**src/rtl/mem_arbiter_pkg.sv**
```systemverilog
// rtl/mem_arbiter_pkg.sv - shared types for the fetch/load-store memory bus arbiter
package mem_arbiter_pkg;

    localparam int XLEN = 32;
    localparam int BEW  = XLEN / 8;

    typedef enum logic [1:0] {
        IDLE  = 2'd0,
        GNT_I = 2'd1,
        GNT_D = 2'd2
    } bus_state_e;

    typedef struct packed {
        logic            we;
        logic [BEW-1:0]  be;
        logic [XLEN-1:0] addr;
        logic [XLEN-1:0] wdata;
    } mem_req_t;

endpackage

```
**src/rtl/mem_arb_sel.sv**
```systemverilog
// rtl/mem_arb_sel.sv - data-first grant decision with a fetch starvation override
module mem_arb_sel
    import mem_arbiter_pkg::*;
#(
    parameter int STARVE_MAX = 4,
    parameter int CNT_W      = 3
) (
    input  logic             if_req,
    input  logic             ls_req,
    input  logic [CNT_W-1:0] starve_cnt,
    output bus_state_e       grant
);

    always_comb begin
        grant = IDLE;
        if (ls_req && (!if_req || (starve_cnt < CNT_W'(STARVE_MAX)))) begin
            grant = GNT_D;
        end else if (if_req) begin
            grant = GNT_I;
        end
    end

endmodule

```
**src/rtl/mem_arbiter.sv**
```systemverilog
// rtl/mem_arbiter.sv - shares one memory bus between instruction fetch and load/store
module mem_arbiter
    import mem_arbiter_pkg::*;
#(
    parameter int STARVE_MAX = 4
) (
    input  logic            clk,
    input  logic            reset_n,
    input  logic            if_req,
    input  logic [XLEN-1:0] if_addr,
    output logic [XLEN-1:0] if_rdata,
    output logic            if_ack,
    input  logic            ls_req,
    input  logic            ls_we,
    input  logic [BEW-1:0]  ls_be,
    input  logic [XLEN-1:0] ls_addr,
    input  logic [XLEN-1:0] ls_wdata,
    output logic [XLEN-1:0] ls_rdata,
    output logic            ls_ack,
    output logic            mem_req,
    output logic            mem_we,
    output logic [BEW-1:0]  mem_be,
    output logic [XLEN-1:0] mem_addr,
    output logic [XLEN-1:0] mem_wdata,
    input  logic [XLEN-1:0] mem_rdata,
    input  logic            mem_ack,
    output logic            busy_F,
    output logic            busy_M
);

    localparam int CNT_W = $clog2(STARVE_MAX + 1);
    localparam logic [CNT_W-1:0] CNT_MAX = CNT_W'(STARVE_MAX);

    bus_state_e       state_q;
    bus_state_e       grant;
    mem_req_t         lat_q;
    mem_req_t         fetch_req;
    mem_req_t         data_req;
    logic             mem_req_q;
    logic [CNT_W-1:0] starve_q;
    logic [CNT_W-1:0] starve_d;

    // Fetches are always full-word reads.
    assign fetch_req = '{we: 1'b0, be: {BEW{1'b1}}, addr: if_addr, wdata: {XLEN{1'b0}}};
    assign data_req  = '{we: ls_we, be: ls_be, addr: ls_addr, wdata: ls_wdata};

    mem_arb_sel #(
        .STARVE_MAX (STARVE_MAX),
        .CNT_W      (CNT_W)
    ) u_sel (
        .if_req     (if_req),
        .ls_req     (ls_req),
        .starve_cnt (starve_q),
        .grant      (grant)
    );

    always_comb begin
        starve_d = starve_q;
        if (state_q == IDLE) begin
            if (grant == GNT_I) begin
                starve_d = '0;
            end else if (grant == GNT_D && if_req && starve_q < CNT_MAX) begin
                starve_d = starve_q + 1'b1;
            end
        end
    end

    always_ff @(posedge clk or negedge reset_n) begin
        if (!reset_n) begin
            state_q   <= IDLE;
            mem_req_q <= 1'b0;
            lat_q     <= '0;
            starve_q  <= '0;
        end else begin
            starve_q <= starve_d;
            case (state_q)
                IDLE: begin
                    case (grant)
                        GNT_D: begin
                            state_q   <= GNT_D;
                            mem_req_q <= 1'b1;
                            lat_q     <= data_req;
                        end
                        GNT_I: begin
                            state_q   <= GNT_I;
                            mem_req_q <= 1'b1;
                            lat_q     <= fetch_req;
                        end
                        default: ;
                    endcase
                end
                GNT_I, GNT_D: begin
                    if (mem_ack) begin
                        state_q   <= IDLE;
                        mem_req_q <= 1'b0;
                    end
                end
                default: begin
                    state_q   <= IDLE;
                    mem_req_q <= 1'b0;
                end
            endcase
        end
    end

    assign mem_req   = mem_req_q;
    assign mem_we    = lat_q.we;
    assign mem_be    = lat_q.be;
    assign mem_addr  = lat_q.addr;
    assign mem_wdata = lat_q.wdata;

    // Acks are tied to the owning state, so a stray mem_ack in IDLE produces nothing.
    assign if_ack   = mem_ack && (state_q == GNT_I);
    assign ls_ack   = mem_ack && (state_q == GNT_D);
    assign if_rdata = mem_rdata;
    assign ls_rdata = mem_rdata;

    assign busy_F = if_req & ~if_ack;
    assign busy_M = ls_req & ~ls_ack;

endmodule

```
**config.mk**
```make
export PLATFORM = sky130hd
export DESIGN_NAME = mem_arbiter
export DESIGN_NICKNAME = d
export VERILOG_FILES = /design/src/rtl/mem_arbiter_pkg.sv /design/src/rtl/mem_arb_sel.sv /design/src/rtl/mem_arbiter.sv
export SDC_FILE = /design/constraint.sdc
export NUM_CORES = 1
export LEC_CHECK = 0
export CORE_MARGIN = 8
export CORE_UTILIZATION = 30
export CTS_CLUSTER_DIAMETER = 200
export CTS_CLUSTER_SIZE = 30
export DETAILED_ROUTE_END_ITERATION = 12
export HOLD_SLACK_MARGIN = 0.06
export PLACE_DENSITY = 0.77
export SYNTH_ARGS = -nofsm -noshare
export SYNTH_HDL_FRONTEND = slang
export SYNTH_SLANG_ARGS = --single-unit
```
**constraint.sdc**
```tcl
create_clock -name clk -period 3.95 [get_ports clk]
set_input_delay 0.79 -clock clk [delete_from_list [all_inputs] [get_ports clk]]
set_output_delay 0.79 -clock clk [all_outputs]
set_load 0.01 [all_outputs]
```
# Word-level counts from Yosys, hierarchy flattened
# Cells that the tools add are included.
[totals]
out_inout_bits = 138
wordCells = 47
reg_bits = 75
input_bits = 138
[op_classes]
order_cmp = 1
reduce_logical = 16
bitwise = 4
muxes = 11
eq_ne = 7
n_addsub = 1
[op_table]
columns = ["cell", "n"]
rows = [
  ["$pmux 69 s2", 1],
  ["$pmux 2 s2", 2],
  ["$reduce_and 2->1", 4],
  ["$mux 3", 2],
  ["$logic_and 1x1->1", 5],
  ["$eq 2x1->1 const B", 2],
  ["$eq 2x2->1 const B", 2],
  ["$mux 2", 2],
  ["$ne 2x2->1 const B", 2],
  ["$reduce_bool 2->1", 2],
  ["$reduce_or 2->1", 2],
  ["$add 3x1->3 const B", 1],
  ["$lt 3x3->1 const B", 1],
  ["$mux 1", 3],
  ["$ne 3x1->1 const B", 1],
  ["$and 1x1->1", 2],
  ["$logic_not 2->1", 1],
  ["$not 1->1", 2],
  ["$pmux 1 s2", 1],
  ["$logic_not 1->1", 1],
  ["$logic_or 1x1->1", 1],
]

# Logic depth before layout (Yosys ltp)
[logic_depth]
word_depth = 9
ltp_mapped = 7
depth_no_buf = 5

# Modules after synthesis
# A second synthesis with hierarchy kept.
[hier_totals]
cells_unflattened = 406
area_unflattened_um2 = 3918.8
[by_module_without_submodules]
columns = ["module", "n_inst", "cells_each", "area_each_um2", "seq_area_each_um2"]
rows = [
  ["mem_arbiter", 1, 403, 3900.0, 1876.8],
  ["mem_arb_sel", 1, 3, 18.8, 0.0],
]

# Least setup slack after synthesis
# OpenSTA, ideal clock, no wires.
[synth_path]
path_type = "input-to-output"
start = "in if_req"
end = "out busy_F"
path_slack_ns = 1.962
path_stages = 3
t_required_ns = 3.160
path_buffers = 1
arrival_time_ns = 1.198
cell_sequence = "buf_4 inv_1 nor2_1"
[synth_via]
elab_chain_len = 1
[synth_rtl]
columns = ["element", "line_no", "text"]
rows = [
  ["start, declared", "mem_arbiter.sv:9", "input logic if_req,"],
  ["$and 1x1->1", "mem_arbiter.sv:118", "assign busy_F = if_req & ~if_ack;"],
  ["end, declared", "mem_arbiter.sv:27", "output logic busy_F,"],
]
# No other way between the ends.

# Worst setup path after layout
# Ends and elaborated chain as after synthesis.

==> reports/qor_table.md <==
| Item | Value | Unit |
|:---|:---|:---|
| Total power density per cell area | 759 | mW/mm² |
| Xor/xnor cell area share of the yosys netlist | 0 | % |
| Number of synthesized register bits | 75 | - |
| Cell type of the slowest stage on the worst timing path | sky130_fd_sc_hd__clkdlybuf4s50_1 | - |
| Final clock skew | 4.45 | ps |
| Required time at the endpoint of the critical path | 3160 | ps |
| Ys Warns | 0 | - |
| Number of antenna cells inserted | 0 | - |
| Routed length per placed instance | 18.4 | µm |
| Largest family of logic cells by synthesized area | compound AO/OA/AOI/OAI gates | - |
| FMAX | 308 | MHz |
| Worst setup slack before clock tree synthesis | 671 | ps |
| Count of nets after finishing | 579 | - |
| Post-synthesis mux area share | 0.289 | % |
| Largest net degree at the start of global routing | 76 | - |
| Post-synthesis net count | 474 | - |
| Violation count after the first detailed-routing iteration | 97 | - |
| Number of gates given a new drive strength after cts | 0 | - |
| Leakage | 2.28 | nW |
| Setup TNS | 0 | ps |
| Fin util | 43.8 | % |
| Post-detailed-route DRC marker count | 0 | - |
| Clock tree root driver cell | sky130_fd_sc_hd__clkbuf_16 | - |
| H-tree depth reported by CTS | 3 | - |
| Worst Path Arrival | 2460 | ps |
| Core area | 0.0127 | mm² |
| Horizontal die dimension | 130 | µm |
| Total standard cell area after synthesis | 0.00390 | mm² |
| Worst hold path class | reg2reg | - |
| Remaining global-route overflow | 0 | - |
| Post-CTS Setup Inserts | 0 | - |
| Area overhead of the layout relative to synthesis | 42.5 | % |
| Outcome | finished, final reports clean | - |
| Via count of the first global-routing pass | 3317 | - |
| # fillers | 1201 | - |
| VDD IR max | 0.297 | mV |
| Number of clock sinks | 75 | - |
| IO Count | 276 | - |
| Adder-cell area share of the yosys netlist | 1.28 | % |
| Fraction of final layout cells with drive strength greater than 1 | 12.9 | % |
| Dominant cells by area after synthesis | sky130_fd_sc_hd__dfrtp_1, sky130_fd_sc_hd__buf_4, sky130_fd_sc_hd__o32ai_2 | - |
| Routability congestion estimate from global placement | 0.736 | - |
| Design Area, Final | 0.00556 | mm² |
| Pre-antenna DRT Iters | 4 | - |
| Worst setup path class | in2out | - |
| CP top delay family | buffers and inverters | - |
| Overall die height | 130 | µm |
| Met2 Use GR | 22.9 | % |
| Clock period minus final worst setup slack | 3250 | ps |
| Final Max Slew Viols | 0 | - |
| Initial cell density of the core | 30.8 | % |
| Crit. End Element | output port | - |
| Number of buffers and inverters on the critical path | 3 | - |
| Per-cell via count in the routed design | 4.78 | - |
| Syn avg cell area | 11.7 | µm² |
| Num CTS Buffers | 9 | - |
| Cells after synthesis | 332 | - |
| Cell area reported after detailed placement | 0.00527 | mm² |
| Sequential share of the synthesized area | 48.1 | % |
| Setup repair after global routing missed its margin | false | - |
| Vias | 2935 | - |
| Hold violation total from the final report | 0 | - |
| Final cycle utilization of the critical path | 82.3 | % |
| Area share of the largest cell type after synthesis | 48.1 | % |
| Slowest cell delay on critical path | 710 | ps |
| Global Route met1 Usage | 14.3 | % |
| Most heavily used metal layer in global routing | met2 | - |
| First-pass GRT wire length | 17800 | µm |
| Setup violators final | 0 | - |
| Number of hold-repair buffers added at the cts stage | 0 | - |
| Number of rows created at floorplan | 41 | - |
| Cell-by-cell trace of the critical path | clkdlybuf4s50_1 > inv_1 > nor2_1 > clkdlybuf4s50_1 | - |
| Simple logic cell fraction of the synthesized area | 2.31 | % |
| Total track usage | 13.5 | % |
| Routing usage on met3 | 6.69 | % |
| Slew at the pin closest to its max-slew limit | 989 | ps |
| Final ANT Viol Nets | 0 | - |
| Source-to-sink clock delay at the later pin of the worst-skew pair | 330 | ps |
| Clock tree buffer depth | 2 | - |
| DPL Wire Length | 8500 | µm |
| Worst Path Max Fanout | 11 | - |
| Element type at the critical path start | input port | - |
| Clock-pin slew of the registers on the worst-case setup and hold paths | 50 | ps |
| Total of buffers placed on input and output ports | 179 | - |
| Post-synthesis cell type with the largest combined area | sky130_fd_sc_hd__dfrtp_1 | - |
| Cell repeated most along the worst path | sky130_fd_sc_hd__clkdlybuf4s50_1 | - |
| CTS tree | done | - |
| Maxcap violations | 0 | - |
| Total die area | 0.0169 | mm² |
| Synthesized-area fraction occupied by ao, oa, aoi and oai cells | 27.4 | % |
| Total wire length | 11300 | µm |
| Initial antenna violation count | 0 | - |
| Relative slew slack | 34.1 | % |
| Worst-case setup margin in the final layout | 700 | ps |
| Distinct cell type count of the synthesized netlist | 27 | - |
-- cell families (layout without fill, tap and decap cells) --
kind of cell / after synthesis / count (layout)
flip-flops: 75 / 75
multiplexers: 1 / 1
AND/OR/NAND/NOR: 19 / 19
AO/OA/AOI/OAI: 115 / 115
adder cells (fa/ha/maj): 4 / 4
buffers and inverters: 118 / 228
-- area by class of cell --
type / instances / area, µm² / area share [%]
multi-input cells: 139 / 1240 / 22.3
inverters: 30 / 113 / 2.03
repair buffers: 182 / 1820 / 32.8
clock inverters: 2 / 35.0 / 0.631
well taps: 172 / 215 / 3.87
flip-flops and latches: 75 / 1880 / 33.8
clock buffers: 14 / 254 / 4.57
-- path summary, 6_finish.rpt --
kind                                  from       endpoint  slack (ps)  cells after the start
worst min register to register   mem_be[2]      mem_be[2]         490                      1
worst min-delay path             mem_be[2]      mem_be[2]         490                      1
max in group asynchronous          reset_n  mem_wdata[11]        2710                      1
worst max-delay path                if_req         busy_F         700                      4
min in group asynchronous          reset_n   mem_addr[17]         610                      1
worst max register to register  state_q[0]   mem_addr[15]        1790                      5
-- per-layer routing --
layer,vias to the layer above,part of all wire (%)
met5,-,0
met4,0,1.5
met3,30,10
met2,125,51
met1,1456,37
li1,1324,-
-- placed cells by master (no fill, tap or decap), types with 5 or more instances in the layout --
master,n
sky130_fd_sc_hd__clkbuf_16,9
sky130_fd_sc_hd__a31oi_1,5
sky130_fd_sc_hd__nor2_1,9
sky130_fd_sc_hd__inv_1,30
sky130_fd_sc_hd__o32ai_2,25
sky130_fd_sc_hd__a22o_1,36
sky130_fd_sc_hd__o22a_1,5
sky130_fd_sc_hd__dfrtp_1,75
sky130_fd_sc_hd__a21oi_1,23
sky130_fd_sc_hd__clkdlybuf4s50_1,178
sky130_fd_sc_hd__o21ai_0,5
sky130_fd_sc_hd__a21oi_2,10
-- stage by stage --
stage | power (mW) | instances | hold slack [ps]
final | 4.22 | 614 | 486
after detailed placement | 3.45 | 598 | 477
after CTS | 4.29 | 614 | 490
after floorplan | 2.51 | 332 | 477
after global placement | 3.39 | 598 | 472
after global routing | 4.49 | 614 | 512
-- synth_stat cells --
| cell type | count |
|---|---|
| sky130_fd_sc_hd__nand2_1 | 2 |
| sky130_fd_sc_hd__and2_1 | 2 |
| sky130_fd_sc_hd__nor2_1 | 9 |
| sky130_fd_sc_hd__inv_1 | 30 |
| sky130_fd_sc_hd__a31oi_1 | 5 |
| sky130_fd_sc_hd__o32ai_1 | 3 |
| sky130_fd_sc_hd__o21ai_1 | 1 |
| sky130_fd_sc_hd__clkbuf_1 | 1 |
| sky130_fd_sc_hd__nor2b_1 | 3 |
| sky130_fd_sc_hd__nand3_1 | 1 |
| sky130_fd_sc_hd__o32ai_2 | 25 |
| sky130_fd_sc_hd__buf_6 | 11 |
| sky130_fd_sc_hd__a21oi_1 | 23 |
| sky130_fd_sc_hd__buf_2 | 7 |
| sky130_fd_sc_hd__o22ai_1 | 1 |
| sky130_fd_sc_hd__nand2b_1 | 1 |
| sky130_fd_sc_hd__mux2_2 | 1 |
| sky130_fd_sc_hd__a21oi_2 | 10 |
| sky130_fd_sc_hd__ha_1 | 4 |
| sky130_fd_sc_hd__buf_4 | 68 |
| sky130_fd_sc_hd__and3_1 | 1 |
| sky130_fd_sc_hd__o21ai_0 | 5 |
| sky130_fd_sc_hd__buf_8 | 1 |
| sky130_fd_sc_hd__o22a_1 | 5 |
| sky130_fd_sc_hd__a22o_1 | 36 |
| sky130_fd_sc_hd__o21a_1 | 1 |
| sky130_fd_sc_hd__dfrtp_1 | 75 |
-- state kept, by name (all words and copies together), names as in the netlist --
signal	count
mem_addr	32
mem_wdata	32
mem_be	4
starve_q	3
state_q	2
mem_req	1
mem_we	1
-- power breakdown --
group / internal [mW] / total, mW / switching, mW
clock: 0.506 / 0.808 / 0.301
sequential: 1.14 / 1.37 / 0.233
combinational: 1.12 / 2.04 / 0.914
No activity file was read; power rests on OpenSTA's default activity.
